==> src/rtl/slave_in.sv <==
// slave_in: serial bus slave front end.
//
// A write transaction carries a serial header (address LSB first, burst count
// preceded by one marker bit) and a stream of serial data words. Each
// assembled word is committed to local memory as a one-cycle write strobe at
// base address + beat index. A read transaction carries only the address and
// produces a one-cycle read request.
//
// Ports:
//   clk             rising-edge clock
//   reset           asynchronous, active-low reset
//   slave_sel       this slave addressed by the bus decoder
//   write_en        master write request (wins over read_en)
//   read_en         master read request
//   master_valid    rx_data bit valid this cycle
//   rx_address      serial address bit
//   rx_data         serial data bit
//   rx_burst_number serial burst-count bit (marker first)
//   slave_ready     low only for the single DONE cycle
//   mem_we          one-cycle local memory write strobe
//   mem_addr        write address (held while mem_we is low)
//   mem_wdata       write data (held while mem_we is low)
//   rd_req          one-cycle read request
//   rd_addr         read address, held until the next rd_req
//   write_done      one-cycle pulse after the final write beat
module slave_in #(
    parameter int ADDR_LEN  = 12,
    parameter int DATA_LEN  = 8,
    parameter int BURST_LEN = 12
) (
    input  logic                clk,
    input  logic                reset,
    input  logic                slave_sel,
    input  logic                write_en,
    input  logic                read_en,
    input  logic                master_valid,
    input  logic                rx_address,
    input  logic                rx_data,
    input  logic                rx_burst_number,
    output logic                slave_ready,
    output logic                mem_we,
    output logic [ADDR_LEN-1:0] mem_addr,
    output logic [DATA_LEN-1:0] mem_wdata,
    output logic                rd_req,
    output logic [ADDR_LEN-1:0] rd_addr,
    output logic                write_done
);

    // Last header cycle: address occupies cycles 0..ADDR_LEN-1, burst bits
    // occupy cycles 1..BURST_LEN (cycle 0 carries the marker).
    localparam int HDR_LAST = (ADDR_LEN - 1 > BURST_LEN) ? ADDR_LEN - 1 : BURST_LEN;
    localparam int HDR_W    = $clog2(HDR_LAST + 2);
    localparam int BIT_W    = (DATA_LEN > 1) ? $clog2(DATA_LEN) : 1;

    localparam logic [HDR_W-1:0] HDR_LAST_C  = HDR_W'(HDR_LAST);
    localparam logic [HDR_W-1:0] ADDR_LAST_C = HDR_W'(ADDR_LEN - 1);
    localparam logic [HDR_W-1:0] ADDR_LEN_C  = HDR_W'(ADDR_LEN);
    localparam logic [HDR_W-1:0] BURST_LEN_C = HDR_W'(BURST_LEN);
    localparam logic [BIT_W-1:0] BIT_LAST_C  = BIT_W'(DATA_LEN - 1);

    typedef enum logic [1:0] {IDLE, WR_RX, RD_RX, DONE} state_t;

    state_t                 state_reg, state_next;
    logic [HDR_W-1:0]       hdr_cnt_reg;
    logic                   hdr_done_reg;
    logic [ADDR_LEN-1:0]    addr_reg;
    logic [BURST_LEN-1:0]   burst_reg;
    logic [BIT_W-1:0]       bit_cnt_reg;
    logic [DATA_LEN-2:0]    word_reg;      // partial word, top bits only
    logic [DATA_LEN-1:0]    hold_reg;      // completed word awaiting commit
    logic                   pend_reg;
    logic [BURST_LEN-1:0]   beat_cnt_reg;
    logic [3:0]             idle_cnt_reg;
    logic                   is_wr_reg;
    logic                   mem_we_reg;
    logic [ADDR_LEN-1:0]    mem_addr_reg;
    logic [DATA_LEN-1:0]    mem_wdata_reg;
    logic                   rd_req_reg;
    logic [ADDR_LEN-1:0]    rd_addr_reg;

    logic [DATA_LEN-1:0]    word_next;
    logic [ADDR_LEN-1:0]    addr_next;
    logic [BURST_LEN-1:0]   beats;
    logic                   word_done;
    logic                   commit;
    logic                   all_done;
    logic                   timeout;
    logic                   rd_issue;

    assign word_next = {rx_data, word_reg};
    assign addr_next = {rx_address, addr_reg[ADDR_LEN-1:1]};
    assign beats     = (burst_reg == '0) ? BURST_LEN'(1) : burst_reg;
    assign word_done = (state_reg == WR_RX) && master_valid && (bit_cnt_reg == BIT_LAST_C);
    // A completed word waits in hold_reg until the header is fully known.
    assign commit    = (state_reg == WR_RX) && slave_sel && pend_reg && hdr_done_reg
                       && (beat_cnt_reg != beats);
    assign all_done  = hdr_done_reg && (beat_cnt_reg == beats);
    assign timeout   = hdr_done_reg && !master_valid && (idle_cnt_reg == 4'd15);
    assign rd_issue  = (state_reg == RD_RX) && slave_sel && !hdr_done_reg && !rd_req_reg
                       && (hdr_cnt_reg == ADDR_LAST_C);

    always_ff @(posedge clk or negedge reset) begin
        if (!reset) begin
            state_reg <= IDLE;
        end else begin
            state_reg <= state_next;
        end
    end

    always_comb begin
        state_next  = state_reg;
        slave_ready = 1'b1;
        write_done  = 1'b0;
        case (state_reg)
            IDLE: begin
                if (slave_sel && write_en) begin
                    state_next = WR_RX;
                end else if (slave_sel && read_en) begin
                    state_next = RD_RX;
                end
            end
            WR_RX: begin
                if (!slave_sel) begin
                    state_next = IDLE;
                end else if (all_done) begin
                    state_next = DONE;
                end else if (timeout) begin
                    state_next = IDLE;
                end
            end
            RD_RX: begin
                if (!slave_sel) begin
                    state_next = IDLE;
                end else if (rd_req_reg) begin
                    state_next = DONE;
                end
            end
            DONE: begin
                slave_ready = 1'b0;
                write_done  = is_wr_reg;
                state_next  = IDLE;
            end
            default: state_next = IDLE;
        endcase
    end

    always_ff @(posedge clk or negedge reset) begin
        if (!reset) begin
            hdr_cnt_reg   <= '0;
            hdr_done_reg  <= 1'b0;
            addr_reg      <= '0;
            burst_reg     <= '0;
            bit_cnt_reg   <= '0;
            word_reg      <= '0;
            hold_reg      <= '0;
            pend_reg      <= 1'b0;
            beat_cnt_reg  <= '0;
            idle_cnt_reg  <= '0;
            is_wr_reg     <= 1'b0;
            mem_we_reg    <= 1'b0;
            mem_addr_reg  <= '0;
            mem_wdata_reg <= '0;
            rd_req_reg    <= 1'b0;
            rd_addr_reg   <= '0;
        end else begin
            mem_we_reg <= 1'b0;
            rd_req_reg <= 1'b0;
            if (state_reg == IDLE) begin
                // Working state is held clear so every transaction starts fresh.
                hdr_cnt_reg  <= '0;
                hdr_done_reg <= 1'b0;
                addr_reg     <= '0;
                burst_reg    <= '0;
                bit_cnt_reg  <= '0;
                word_reg     <= '0;
                hold_reg     <= '0;
                pend_reg     <= 1'b0;
                beat_cnt_reg <= '0;
                idle_cnt_reg <= '0;
                is_wr_reg    <= write_en;
            end else if ((state_reg == WR_RX || state_reg == RD_RX) && slave_sel) begin
                if (!hdr_done_reg) begin
                    if (hdr_cnt_reg < ADDR_LEN_C) begin
                        addr_reg <= addr_next;
                    end
                    if ((state_reg == WR_RX) && (hdr_cnt_reg != '0)
                        && (hdr_cnt_reg <= BURST_LEN_C)) begin
                        burst_reg <= {rx_burst_number, burst_reg[BURST_LEN-1:1]};
                    end
                    if (hdr_cnt_reg == HDR_LAST_C) begin
                        hdr_done_reg <= 1'b1;
                    end else begin
                        hdr_cnt_reg <= hdr_cnt_reg + 1'b1;
                    end
                end
                if (rd_issue) begin
                    rd_req_reg  <= 1'b1;
                    rd_addr_reg <= addr_next;
                end
                if (state_reg == WR_RX) begin
                    if (master_valid) begin
                        idle_cnt_reg <= '0;
                        word_reg     <= word_next[DATA_LEN-1:1];
                        if (word_done) begin
                            bit_cnt_reg <= '0;
                            hold_reg    <= word_next;
                            pend_reg    <= 1'b1;
                        end else begin
                            bit_cnt_reg <= bit_cnt_reg + 1'b1;
                        end
                    end else if (hdr_done_reg) begin
                        idle_cnt_reg <= idle_cnt_reg + 1'b1;
                    end
                    if (commit) begin
                        mem_we_reg    <= 1'b1;
                        mem_addr_reg  <= addr_reg + ADDR_LEN'(beat_cnt_reg);
                        mem_wdata_reg <= hold_reg;
                        beat_cnt_reg  <= beat_cnt_reg + 1'b1;
                        if (!word_done) begin
                            pend_reg <= 1'b0;
                        end
                    end
                end
            end
        end
    end

    assign mem_we    = mem_we_reg;
    assign mem_addr  = mem_addr_reg;
    assign mem_wdata = mem_wdata_reg;
    assign rd_req    = rd_req_reg;
    assign rd_addr   = rd_addr_reg;

endmodule

==> config.mk <==
export PLATFORM = sky130hd
export DESIGN_NAME = slave_in
export DESIGN_NICKNAME = d
export VERILOG_FILES = /design/src/rtl/slave_in.sv
export SDC_FILE = /design/constraint.sdc
export NUM_CORES = 1
export LEC_CHECK = 0
export BUFFER_PORTS_ARGS = -buffer_cell sky130_fd_sc_hd__buf_2
export CORE_UTILIZATION = 60
export CTS_CLUSTER_SIZE = 10
export DETAILED_ROUTE_END_ITERATION = 10
export PLACE_DENSITY_LB_ADDON = 0.05
export SYNTH_ARGS = -nofsm -noshare
export SYNTH_HDL_FRONTEND = slang
export SYNTH_SLANG_ARGS = --single-unit
==> constraint.sdc <==
create_clock -name clk -period 2.9 [get_ports clk]
set_input_delay 0.58 -clock clk [delete_from_list [all_inputs] [get_ports clk]]
set_output_delay 0.58 -clock clk [all_outputs]
set_load 0.1 [all_outputs]
==> qor.csv <==
metric,value,unit
initial drt markers,171,
worst-path cell chain,inv_1 -> ha_1 -> and3_1 -> nand2_1 -> nor2_1 -> o21ai_2 -> nor4_1 -> mux2_2,
overall global routing resource usage,24.7,%
Sinks on Clock Net,101,
"count leader, synth",dfrtp_1,
area of placed instances,5490,um2
P_leak,2.82,nW
Max Root-Sink Buffers,2,
crit path max fanout,10,
crit path capture type,flip-flop,
IO Port Bufs,44,
"flops & latches, synth",101,
Pwr Total,0.00388,W
first-pass GRT wire length,17.2,mm
Rel. slew slack,54.9,%
"delay-heaviest family, CP",simple AND/OR/NAND/NOR gates,
max incr delay on CP,440,ps
GPL Wtd Cong,0.807,
clock latency on the worst-skew pair,380,ps
Sw Ratio,38.9,%
dominant cell type by area after synthesis,dfrtp_1,
CTS resizes,0,
fin crit share,85.7,%
Routed WL per cell,15.2,um
worst min path class,input pin to asynchronous set/reset pin,
Area contributors post-synth,"dfrtp_1, mux2_2, ha_1",
io pins,45,
crit start category,flip-flop,
htree depth,3,
Core Area,8260,um2
routed vias,3738,
Site Rows,33,
post-synth top area share,49.0,%
Worst-path clk slew,120,ps
"Slew Viols, Final",0,
Logic pwr share,32.6,%
dpl hpwl,6.99,mm
"Net Count, Synth",545,
Async SR Flop Fraction,100,%
"Hold-fix buffers, CTS",0,
DRT Pass-1 Iters,4,
Total Neg Setup Slack,0,ps
unrepaired setup endpoints after global routing,false,
Sw Pwr,0.00151,W
post-CTS setup repair buffer count,0,
initial antenna violation count,0,
Clk network pwr share,23.8,%
Final Core Density,69.1,%
Die Span X,94.7,um
Routed WL,10.1,mm
CTS tree,done,
"EDFF count, synth",0,
Initial Utilization,62.4,%
post-route ant nets,0,
worst path required time,3170,ps
area grow syn2layout,10.6,%
Synth Instances,514,
post-route cell area,5700,um2
Nets,586,
Flop pwr share,43.6,%
Antenna Cells,0,
mean post-synth cell area,10.0,um2
die height,94.7,um
fmax,402,MHz
Root Buffer,clkbuf_8,
synthesized area,5160,um2
max-cap violation count,0,
status,completed,
die footprint,8970,um2
CP Class,flip-flop to flip-flop,
largest net degree at the start of global routing,77,
setup violators final,0,
number of global-route vias before repair,3639,
buffer and inverter count on the worst path,1,
Max IR drop VDD,0.000436,V
Layout Skew,15.2,ps
vias per inst,5.62,
dpl ws,479,ps
Least-Margin Pin Slew,677,ps
ys flop type,dfrtp_1,
Final Hold Viols,0,
share of layout cells above drive strength 1,18.4,%
"Min Clock Period, post-route",2490,ps
synth warn,0,
Post-synth top cells,"dfrtp_1, nand2_1, o21ai_0",
sequential area share after synthesis,49.0,%
drt drc,0,
CTS Buf Count,9,
Int Pwr,0.00237,W
crit path max-delay cell type,dfrtp_1,
power per cell area,680,nW/um2
GR Overflow Total,0,
"Data arrival, critical path",2760,ps
final setup margin,413,ps
Yosys cell types,51,
[per-layer routing]
layer	GRT usage, %	share of wire [%]	vias to the layer above
met5	0	0	-
met4	7.70	1.7	0
met3	5.56	3.1	19
met2	40.1	48	61
met1	33.0	47	1784
li1	-	-	1874
[worst paths after layout]
path | slack (ps) | startpoint | to | cells after the start
max in group asynchronous | 2070 | reset | hdr_done_reg | 2
setup reg to reg | 410 | state_reg[1] | beat_cnt_reg[9] | 8
min in group clk | 440 | rx_burst_number | burst_reg[11] | 3
setup / recovery | 410 | state_reg[1] | beat_cnt_reg[9] | 8
hold / removal | 130 | reset | mem_addr[10] | 1
hold reg to reg | 480 | mem_addr[7] | mem_addr[7] | 2
[logic make-up (layout without fill, tap and decap cells)]
kind of cell | after synthesis | in the layout | share of synthesized area (%)
flip-flops | 101 | 101 | 49.0
AND/OR/NAND/NOR | 192 | 192 | 18.7
multiplexers | 39 | 39 | 8.47
AO/OA/AOI/OAI | 100 | 100 | 11.3
XOR/XNOR | 26 | 26 | 4.42
adder cells (fa/ha/maj) | 22 | 22 | 5.48
buffers and inverters | 34 | 80 | 2.67
[per-stage QoR]
stage	hold WS [ps]	instances
floorplan	284	514
global placement	456	649
detailed placement	465	649
CTS	147	665
global route	163	665
finish	133	665
[layout by cell type, fill, tap and decap left out, types with 4 or more instances in the layout]
cell type / n
mux2i_1: 11
o21ai_0: 51
nor3_1: 5
mux2_2: 27
o31ai_1: 5
nand4_1: 4
buf_2: 43
buf_4: 7
nand2b_1: 33
nor2_1: 43
nor4_1: 6
a21oi_1: 21
dfrtp_1: 101
nand2_1: 59
nor2b_1: 4
ha_1: 20
xnor2_1: 4
o211ai_1: 6
nand3_1: 14
or4_1: 4
xor2_1: 22
inv_1: 13
clkbuf_8: 9
[worst register-to-register path, stage by stage, from the launching register on]
cell and delay [ps]:
dfrtp_1 440, inv_1 110, ha_1 310, and3_1 310
nand2_1 80, nor2_1 240, o21ai_2 180, nor4_1 350
mux2_2 370
[layout make-up]
class | instances | area (um2)
tap | 105 | 131
multi-input combinational | 379 | 2490
clock buffer | 9 | 124
fill | 668 | 2550
sequential | 101 | 2530
clock inverter | 7 | 90.1
timing repair buffer | 51 | 288
inverter | 13 | 48.8
[power groups by stage]
stage	combinational (W)	clock (W)	sequential [W]
finish	0.00126	0.000925	0.00169
global route	0.00142	0.000983	0.00171
CTS	0.00127	0.000935	0.00169
detailed placement	0.00127	0	0.00171
global placement	0.00124	0	0.00171
floorplan	0.00101	0	0.00167
Power figures use the tool's default switching activity.
